## config.mk

```make
export PLATFORM = sky130hd
export DESIGN_NAME = mem_arbiter_flat
export DESIGN_NICKNAME = d
export VERILOG_FILES = /design/src/rtl/mem_arbiter_if.sv /design/src/rtl/mem_arbiter.sv /design/src/flat_wrapper.sv
export SDC_FILE = /design/constraint.sdc
export NUM_CORES = 1
export LEC_CHECK = 0
export CAP_MARGIN = 15
export CORE_MARGIN = 2
export CORE_UTILIZATION = 30
export CTS_BUF_LIST = sky130_fd_sc_hd__clkbuf_8
export CTS_CLUSTER_DIAMETER = 50
export CTS_CLUSTER_SIZE = 8
export DETAILED_ROUTE_END_ITERATION = 10
export GPL_TIMING_DRIVEN = 1
export PLACE_DENSITY = 0.7
export SLEW_MARGIN = 20
export SYNTH_ARGS = -nofsm -noshare
export SYNTH_HDL_FRONTEND = slang
export SYNTH_SLANG_ARGS = --single-unit
export TNS_END_PERCENT = 20
```

## constraint.sdc

```tcl
create_clock -name clk -period 6.4 [get_ports clk]
set_input_delay 1.28 -clock clk [delete_from_list [all_inputs] [get_ports clk]]
set_output_delay 1.28 -clock clk [all_outputs]
set_load 0.05 [all_outputs]
```

## src/rtl/mem_arbiter_if.sv

```systemverilog
// Bundle of requester (IFU/LSU) and memory-port signals for mem_arbiter.
// master = the arbiter itself, slave = the surrounding core/memory environment.
interface mem_arbiter_if;
    logic        ifu_req_valid;
    logic        ifu_req_ready;
    logic [31:0] ifu_addr;
    logic        ifu_resp_valid;
    logic        ifu_resp_err;
    logic [31:0] ifu_rdata;

    logic        lsu_req_valid;
    logic        lsu_req_ready;
    logic [31:0] lsu_addr;
    logic        lsu_wen;
    logic [31:0] lsu_wdata;
    logic [7:0]  lsu_wmask;
    logic        lsu_resp_valid;
    logic        lsu_resp_err;
    logic [31:0] lsu_rdata;

    logic        mem_req_valid;
    logic        mem_req_ready;
    logic [31:0] mem_addr;
    logic        mem_wen;
    logic [31:0] mem_wdata;
    logic [7:0]  mem_wmask;
    logic        mem_resp_valid;
    logic [31:0] mem_rdata;

    logic        busy;

    modport master (
        input  ifu_req_valid, ifu_addr,
        input  lsu_req_valid, lsu_addr, lsu_wen, lsu_wdata, lsu_wmask,
        input  mem_req_ready, mem_resp_valid, mem_rdata,
        output ifu_req_ready, ifu_resp_valid, ifu_resp_err, ifu_rdata,
        output lsu_req_ready, lsu_resp_valid, lsu_resp_err, lsu_rdata,
        output mem_req_valid, mem_addr, mem_wen, mem_wdata, mem_wmask,
        output busy
    );

    modport slave (
        output ifu_req_valid, ifu_addr,
        output lsu_req_valid, lsu_addr, lsu_wen, lsu_wdata, lsu_wmask,
        output mem_req_ready, mem_resp_valid, mem_rdata,
        input  ifu_req_ready, ifu_resp_valid, ifu_resp_err, ifu_rdata,
        input  lsu_req_ready, lsu_resp_valid, lsu_resp_err, lsu_rdata,
        input  mem_req_valid, mem_addr, mem_wen, mem_wdata, mem_wmask,
        input  busy
    );
endinterface

```

## src/rtl/mem_arbiter.sv

```systemverilog
// Single-outstanding arbiter sharing one memory port between IFU and LSU, with a response watchdog.
// Define ARB_ROUND_ROBIN_EN for round-robin tie-breaking; otherwise LSU wins ties.
module mem_arbiter #(
    parameter int unsigned TIMEOUT  = 64,
    parameter logic [31:0] ERR_DATA = 32'hDEADBEEF
) (
    input logic          clk,
    input logic          rst,
    mem_arbiter_if.master bus
);

    typedef enum logic [1:0] {
        IDLE = 2'd0,
        REQ  = 2'd1,
        WAIT = 2'd2
    } state_t;

    typedef enum logic {
        OWN_IFU = 1'b0,
        OWN_LSU = 1'b1
    } owner_t;

    localparam logic [7:0] WD_LAST = 8'(TIMEOUT - 1);

    state_t      state, state_n;
    owner_t      owner;
    logic [7:0]  wd;
    logic [31:0] addr_q;
    logic        wen_q;
    logic [31:0] wdata_q;
    logic [7:0]  wmask_q;

    logic        grant_ifu, grant_lsu;
    logic        lsu_pref;
    logic        wd_fire;
    logic        resp_fire;

`ifdef ARB_ROUND_ROBIN_EN
    owner_t last_grant;
    assign lsu_pref = (last_grant == OWN_IFU);
`else
    assign lsu_pref = 1'b1;
`endif

    // A real response in the final watchdog cycle takes precedence over the error.
    assign wd_fire = (state == WAIT) && !bus.mem_resp_valid && (wd == WD_LAST);

    always_comb begin
        state_n            = state;
        grant_ifu          = 1'b0;
        grant_lsu          = 1'b0;
        resp_fire          = 1'b0;
        bus.ifu_req_ready  = 1'b0;
        bus.lsu_req_ready  = 1'b0;
        bus.ifu_resp_valid = 1'b0;
        bus.ifu_resp_err   = 1'b0;
        bus.ifu_rdata      = '0;
        bus.lsu_resp_valid = 1'b0;
        bus.lsu_resp_err   = 1'b0;
        bus.lsu_rdata      = '0;
        bus.mem_req_valid  = 1'b0;
        bus.mem_addr       = addr_q;
        bus.mem_wen        = wen_q;
        bus.mem_wdata      = wdata_q;
        bus.mem_wmask      = wmask_q;
        bus.busy           = (state != IDLE);

        case (state)
            IDLE: begin
                if (bus.lsu_req_valid && (!bus.ifu_req_valid || lsu_pref))
                    grant_lsu = 1'b1;
                else if (bus.ifu_req_valid)
                    grant_ifu = 1'b1;
                if (grant_lsu || grant_ifu)
                    state_n = REQ;
            end
            REQ: begin
                bus.mem_req_valid = 1'b1;
                if (bus.mem_req_ready)
                    state_n = WAIT;
            end
            WAIT: begin
                if (bus.mem_resp_valid || wd_fire) begin
                    resp_fire = 1'b1;
                    state_n   = IDLE;
                end
            end
            default: state_n = IDLE;
        endcase

        // Ready is held low while reset is asserted so every output reads 0.
        bus.ifu_req_ready = grant_ifu && !rst;
        bus.lsu_req_ready = grant_lsu && !rst;

        if (resp_fire) begin
            if (owner == OWN_LSU) begin
                bus.lsu_resp_valid = 1'b1;
                bus.lsu_resp_err   = wd_fire;
                bus.lsu_rdata      = wd_fire ? ERR_DATA : bus.mem_rdata;
            end else begin
                bus.ifu_resp_valid = 1'b1;
                bus.ifu_resp_err   = wd_fire;
                bus.ifu_rdata      = wd_fire ? ERR_DATA : bus.mem_rdata;
            end
        end
    end

    always_ff @(posedge clk or posedge rst) begin
        if (rst) begin
            state   <= IDLE;
            owner   <= OWN_IFU;
            wd      <= '0;
            addr_q  <= '0;
            wen_q   <= 1'b0;
            wdata_q <= '0;
            wmask_q <= '0;
`ifdef ARB_ROUND_ROBIN_EN
            last_grant <= OWN_IFU;
`endif
        end else begin
            state <= state_n;

            if (grant_lsu) begin
                addr_q  <= bus.lsu_addr;
                wen_q   <= bus.lsu_wen;
                wdata_q <= bus.lsu_wdata;
                wmask_q <= bus.lsu_wmask;
                owner   <= OWN_LSU;
            end else if (grant_ifu) begin
                addr_q  <= bus.ifu_addr;
                wen_q   <= 1'b0;
                wdata_q <= '0;
                wmask_q <= '0;
                owner   <= OWN_IFU;
            end

`ifdef ARB_ROUND_ROBIN_EN
            if (grant_lsu)
                last_grant <= OWN_LSU;
            else if (grant_ifu)
                last_grant <= OWN_IFU;
`endif

            if (state == REQ)
                wd <= '0;
            else if ((state == WAIT) && !resp_fire)
                wd <= wd + 8'd1;
        end
    end

endmodule

```

## src/flat_wrapper.sv

```systemverilog
// flat-port wrapper written by rule: the top's interface ports become plain ports
module mem_arbiter_flat 
#(
    parameter int unsigned TIMEOUT  = 64,
    parameter logic [31:0] ERR_DATA = 32'hDEADBEEF
)
  (clk, rst, bus_ifu_req_valid, bus_ifu_addr, bus_lsu_req_valid, bus_lsu_addr, bus_lsu_wen, bus_lsu_wdata, bus_lsu_wmask, bus_mem_req_ready, bus_mem_resp_valid, bus_mem_rdata, bus_ifu_req_ready, bus_ifu_resp_valid, bus_ifu_resp_err, bus_ifu_rdata, bus_lsu_req_ready, bus_lsu_resp_valid, bus_lsu_resp_err, bus_lsu_rdata, bus_mem_req_valid, bus_mem_addr, bus_mem_wen, bus_mem_wdata, bus_mem_wmask, bus_busy);
  mem_arbiter_if bus_i ();
  input logic clk;
  input logic rst;
  input wire logic [$bits(bus_i.ifu_req_valid)-1:0] bus_ifu_req_valid;
  input wire logic [$bits(bus_i.ifu_addr)-1:0] bus_ifu_addr;
  input wire logic [$bits(bus_i.lsu_req_valid)-1:0] bus_lsu_req_valid;
  input wire logic [$bits(bus_i.lsu_addr)-1:0] bus_lsu_addr;
  input wire logic [$bits(bus_i.lsu_wen)-1:0] bus_lsu_wen;
  input wire logic [$bits(bus_i.lsu_wdata)-1:0] bus_lsu_wdata;
  input wire logic [$bits(bus_i.lsu_wmask)-1:0] bus_lsu_wmask;
  input wire logic [$bits(bus_i.mem_req_ready)-1:0] bus_mem_req_ready;
  input wire logic [$bits(bus_i.mem_resp_valid)-1:0] bus_mem_resp_valid;
  input wire logic [$bits(bus_i.mem_rdata)-1:0] bus_mem_rdata;
  output wire logic [$bits(bus_i.ifu_req_ready)-1:0] bus_ifu_req_ready;
  output wire logic [$bits(bus_i.ifu_resp_valid)-1:0] bus_ifu_resp_valid;
  output wire logic [$bits(bus_i.ifu_resp_err)-1:0] bus_ifu_resp_err;
  output wire logic [$bits(bus_i.ifu_rdata)-1:0] bus_ifu_rdata;
  output wire logic [$bits(bus_i.lsu_req_ready)-1:0] bus_lsu_req_ready;
  output wire logic [$bits(bus_i.lsu_resp_valid)-1:0] bus_lsu_resp_valid;
  output wire logic [$bits(bus_i.lsu_resp_err)-1:0] bus_lsu_resp_err;
  output wire logic [$bits(bus_i.lsu_rdata)-1:0] bus_lsu_rdata;
  output wire logic [$bits(bus_i.mem_req_valid)-1:0] bus_mem_req_valid;
  output wire logic [$bits(bus_i.mem_addr)-1:0] bus_mem_addr;
  output wire logic [$bits(bus_i.mem_wen)-1:0] bus_mem_wen;
  output wire logic [$bits(bus_i.mem_wdata)-1:0] bus_mem_wdata;
  output wire logic [$bits(bus_i.mem_wmask)-1:0] bus_mem_wmask;
  output wire logic [$bits(bus_i.busy)-1:0] bus_busy;
  assign bus_i.ifu_req_valid = bus_ifu_req_valid;
  assign bus_i.ifu_addr = bus_ifu_addr;
  assign bus_i.lsu_req_valid = bus_lsu_req_valid;
  assign bus_i.lsu_addr = bus_lsu_addr;
  assign bus_i.lsu_wen = bus_lsu_wen;
  assign bus_i.lsu_wdata = bus_lsu_wdata;
  assign bus_i.lsu_wmask = bus_lsu_wmask;
  assign bus_i.mem_req_ready = bus_mem_req_ready;
  assign bus_i.mem_resp_valid = bus_mem_resp_valid;
  assign bus_i.mem_rdata = bus_mem_rdata;
  assign bus_ifu_req_ready = bus_i.ifu_req_ready;
  assign bus_ifu_resp_valid = bus_i.ifu_resp_valid;
  assign bus_ifu_resp_err = bus_i.ifu_resp_err;
  assign bus_ifu_rdata = bus_i.ifu_rdata;
  assign bus_lsu_req_ready = bus_i.lsu_req_ready;
  assign bus_lsu_resp_valid = bus_i.lsu_resp_valid;
  assign bus_lsu_resp_err = bus_i.lsu_resp_err;
  assign bus_lsu_rdata = bus_i.lsu_rdata;
  assign bus_mem_req_valid = bus_i.mem_req_valid;
  assign bus_mem_addr = bus_i.mem_addr;
  assign bus_mem_wen = bus_i.mem_wen;
  assign bus_mem_wdata = bus_i.mem_wdata;
  assign bus_mem_wmask = bus_i.mem_wmask;
  assign bus_busy = bus_i.busy;
  mem_arbiter #(.TIMEOUT(TIMEOUT), .ERR_DATA(ERR_DATA)) u_core (.clk(clk), .rst(rst), .bus(bus_i));
endmodule
```

==> run_results.csv <==
group,metric,value,unit
clock_network,cts_buffer_depth,2,
drt,vias,4229,
power,irDropWorstVdd,0.0003509,V
die,die_area,0.01483,mm²
layout,antennaDiodeCount,0,
drt,drt_wl_total,14470,µm
die,die_y,121.8,µm
clock_network,insertion_delay,0.36,ns
clock_network,cts_made_buffers,9,
die,dieWidth,121.8,µm
worst_hold_path,hp-class,"reg2reg",
global_route,grtUsageTotal,19.22,%
layout,nets,819,
critical_path,criticalPathCategory,"in2out",
flow_run,cap_violations,0,
synth,syn_avg_cell_area,10.13,µm²
clock_network,cts_tree,"built",
power,p_per_area,472.2,mW/mm²
sta,period_share,80.46,%
sta,setup_viol,0,
power,combPwrFrac,62.2,%
clock_network,post_cts_resized,0,
sta,finalSetupTns,0,ns
power,seqPwrFrac,27.1,%
power,p_sw,1.775,mW
layout,area_growth,75.83,%
critical_path,cp.required,5.12,ns
clock_network,clk_pin_slew,0.09,ns
drt,drc_errors,0,
sta,finalClockSkew,0.01401,ns
die,io_pins,288,
die,initial_core_util,30.33,%
critical_path,path_cells,"clkdlybuf4s50_1 -> or3_4 -> a21oi_1 -> clkdlybuf4s50_1",
critical_path,worst-path-buf-inv,2,
critical_path,endpoint_kind,"primary output",
sta,worst_slew_pin_slew,0.9705,ns
global_route,grt_pass1_vias,4264,
critical_path,critical_path.max_stage_delay,0.85,ns
placement,port_buffers,287,
placement,detailed_place_hpwl,11260,µm
drt,via_per_inst,4.917,
sta,report.final.slew_viol_count,0,
power,swShare,51.38,%
global_route,grt_antenna_before_repair,0,
clock_network,cts_sinks,84,
critical_path,path_delay_family,"buffers and inverters",
clock_network,htreeDepth,3,
power,pwr-share-clk,10.7,%
synth,synthCells,411,
sta,rsz0062_at_grt,"false",
critical_path,cp-start-kind,"input port",
layout,drive_gt1_share,6.912,%
synth,ys_ff_latch,84,
global_route,overflow,0,
critical_path,arrival,3.87,ns
outcome,status,"finished, final reports clean",
sta,fmaxAchievable,0.1942,GHz
synth,synth.distinct_cells,36,
clock_network,hold_buffers,0,
critical_path,crit_top_cell,"clkdlybuf4s50_1",
global_route,grt_pass1_wl,22160,µm
sta,slew_headroom,35.15,%
sta,hold_viol_final,0,
power,power_leakage,2.964,nW
placement,globalplace.congestion,0.8935,
synth,synthesis.area,0.004161,mm²
clock_network,post-cts-setup-buffers,0,
drt,post_drt_wl_per_cell,16.82,µm
synth,ys_seq_area_share,50.51,%
critical_path,cpMaxStageDelayCell,"clkdlybuf4s50_1",
synth,yosys_warnings,0,
die,num_rows,43,
power,p_total,3.455,mW
sta,period_needed,5.149,ns
power,p_int,1.680,mW
drt,drt_iter0_drc,146,
critical_path,critPathMaxFanout,48,
drt,ant_nets,0,
drt,drtPass1Iterations,4,
global_route,grt_max_degree,107,
die,core_area,0.01372,mm²
synth,synth_nets,555,
clock_network,cts-root-buf,"clkbuf_8",
==> cells in the final DEF (no fill, tap or decap), types with 2 or more instances in the layout <==
cell type	instances
nand2_1	68
inv_1	4
a22o_1	41
o211ai_1	3
clkinv_2	2
nand4b_1	2
mux2i_1	38
nand2b_1	2
a21oi_2	20
clkdlybuf4s50_1	287
o21a_1	3
buf_4	4
nor3_1	3
nor2b_1	2
and3_1	19
dfrtp_1	84
inv_6	2
clkbuf_8	11
nor2_1	3
a21oi_1	29
o21ai_0	34
==> cell type report <==
class / count / area (µm²)
Sequential cell: 84 / 2102
Clock inverter: 5 / 41.29
Tap cell: 180 / 225.2
Timing Repair Buffer: 291 / 2903
Inverter: 5 / 20.02
Clock buffer: 11 / 151.4
Fill cell: 1213 / 6402
Multi-Input combinational cell: 284 / 1874
==> synthesized netlist by cell type (all sizes together) <==
master   instances  area share (%)
o31ai            1            0.18
and2             1            0.15
clkbuf          18             1.7
mux2i           38             9.1
nand3            1            0.12
nand4bb          1            0.27
buf             20             2.9
nand3b           1            0.18
ha               1            0.30
or3              1            0.27
a21o             1            0.18
nor3             3            0.36
a21oi           49             7.7
nor2             4            0.36
nor3b            3            0.66
inv              5            0.45
a22o            41             8.6
o21ai           34             4.1
or3b             1            0.21
or4              1            0.18
nor2b            2            0.30
o21a             3            0.54
nand2b           2            0.30
and3            19             2.9
o211ai           3            0.54
nor4             1            0.15
nand2           69             6.2
dfrtp           84              51
nor4b            1            0.21
nand4b           2            0.42
==> through the flow <==
step / cells / cell area [µm²] / util [%] / hold WS, ns / setup WS [ns]
2_1_floorplan: 411 / 4161 / - / 0.4680 / 1.666
3_3_place_gp: 844 / 7122 / 51.91 / 0.4808 / 1.340
3_5_place_dp: 844 / 7122 / 51.91 / 0.4842 / 1.283
4_1_cts: 860 / 7315 / 53.32 / 0.5126 / 1.285
5_1_grt: 860 / 7317 / 53.33 / 0.5246 / 1.109
6_report: 860 / 7317 / 53.33 / 0.5066 / 1.251
==> logic make-up (layout without fill, tap and decap cells) <==
group / after synthesis / in the layout / synth area share, %
mux: 38 / 38 / 9.140
simple gates: 113 / 113 / 13.23
fa+ha+maj: 1 / 1 / 0.3006
compound gates: 132 / 132 / 21.86
flops: 84 / 84 / 50.51
buf+inv: 43 / 312 / 4.961
==> registers in the layout (all words and copies together) (netlist names) <==
signal and flops:
u_core.bus.mem_addr 32, u_core.bus.mem_wdata 32, u_core.bus.mem_wmask 8, u_core.wd 8, u_core.state 2, u_core.bus.mem_wen 1
u_core.owner 1
==> worst paths after layout <==
path,startpoint,depth (start not counted),endpoint,slack [ns]
max,bus_mem_resp_valid,4,bus_ifu_rdata[16],1.25
min,u_core.bus.mem_wdata[12],1,u_core.bus.mem_wdata[12],0.51
max reg2reg,u_core.state[0],4,u_core.bus.mem_wdata[28],3.85
min reg2reg,u_core.bus.mem_wdata[12],1,u_core.bus.mem_wdata[12],0.51
max in group asynchronous,rst,3,u_core.bus.mem_addr[8],3.98
min in group asynchronous,rst,2,u_core.bus.mem_addr[11],1.33
==> per-layer routing <==
| layer | track usage, % | part of all wire [%] |
|---|---|---|
| met5 | 0 | 0 |
| met2 | 33.52 | 49 |
| met4 | 8.908 | 3.4 |
| met1 | 20.97 | 38 |
| met3 | 6.601 | 9.5 |
==> power by group through the flow <==
| stage | logic (mW) | registers [mW] | clock network, mW |
|---|---|---|---|
| 2_1_floorplan | 0.633 | 1.70 | 0 |
| 3_3_place_gp | 2.14 | 0.934 | 0 |
| 3_5_place_dp | 2.17 | 0.936 | 0 |
| 4_1_cts | 2.17 | 0.939 | 0.382 |
| 5_1_grt | 2.26 | 0.969 | 0.402 |
| 6_report | 2.15 | 0.937 | 0.368 |
Note: power is estimated with default switching activity, not from simulation.
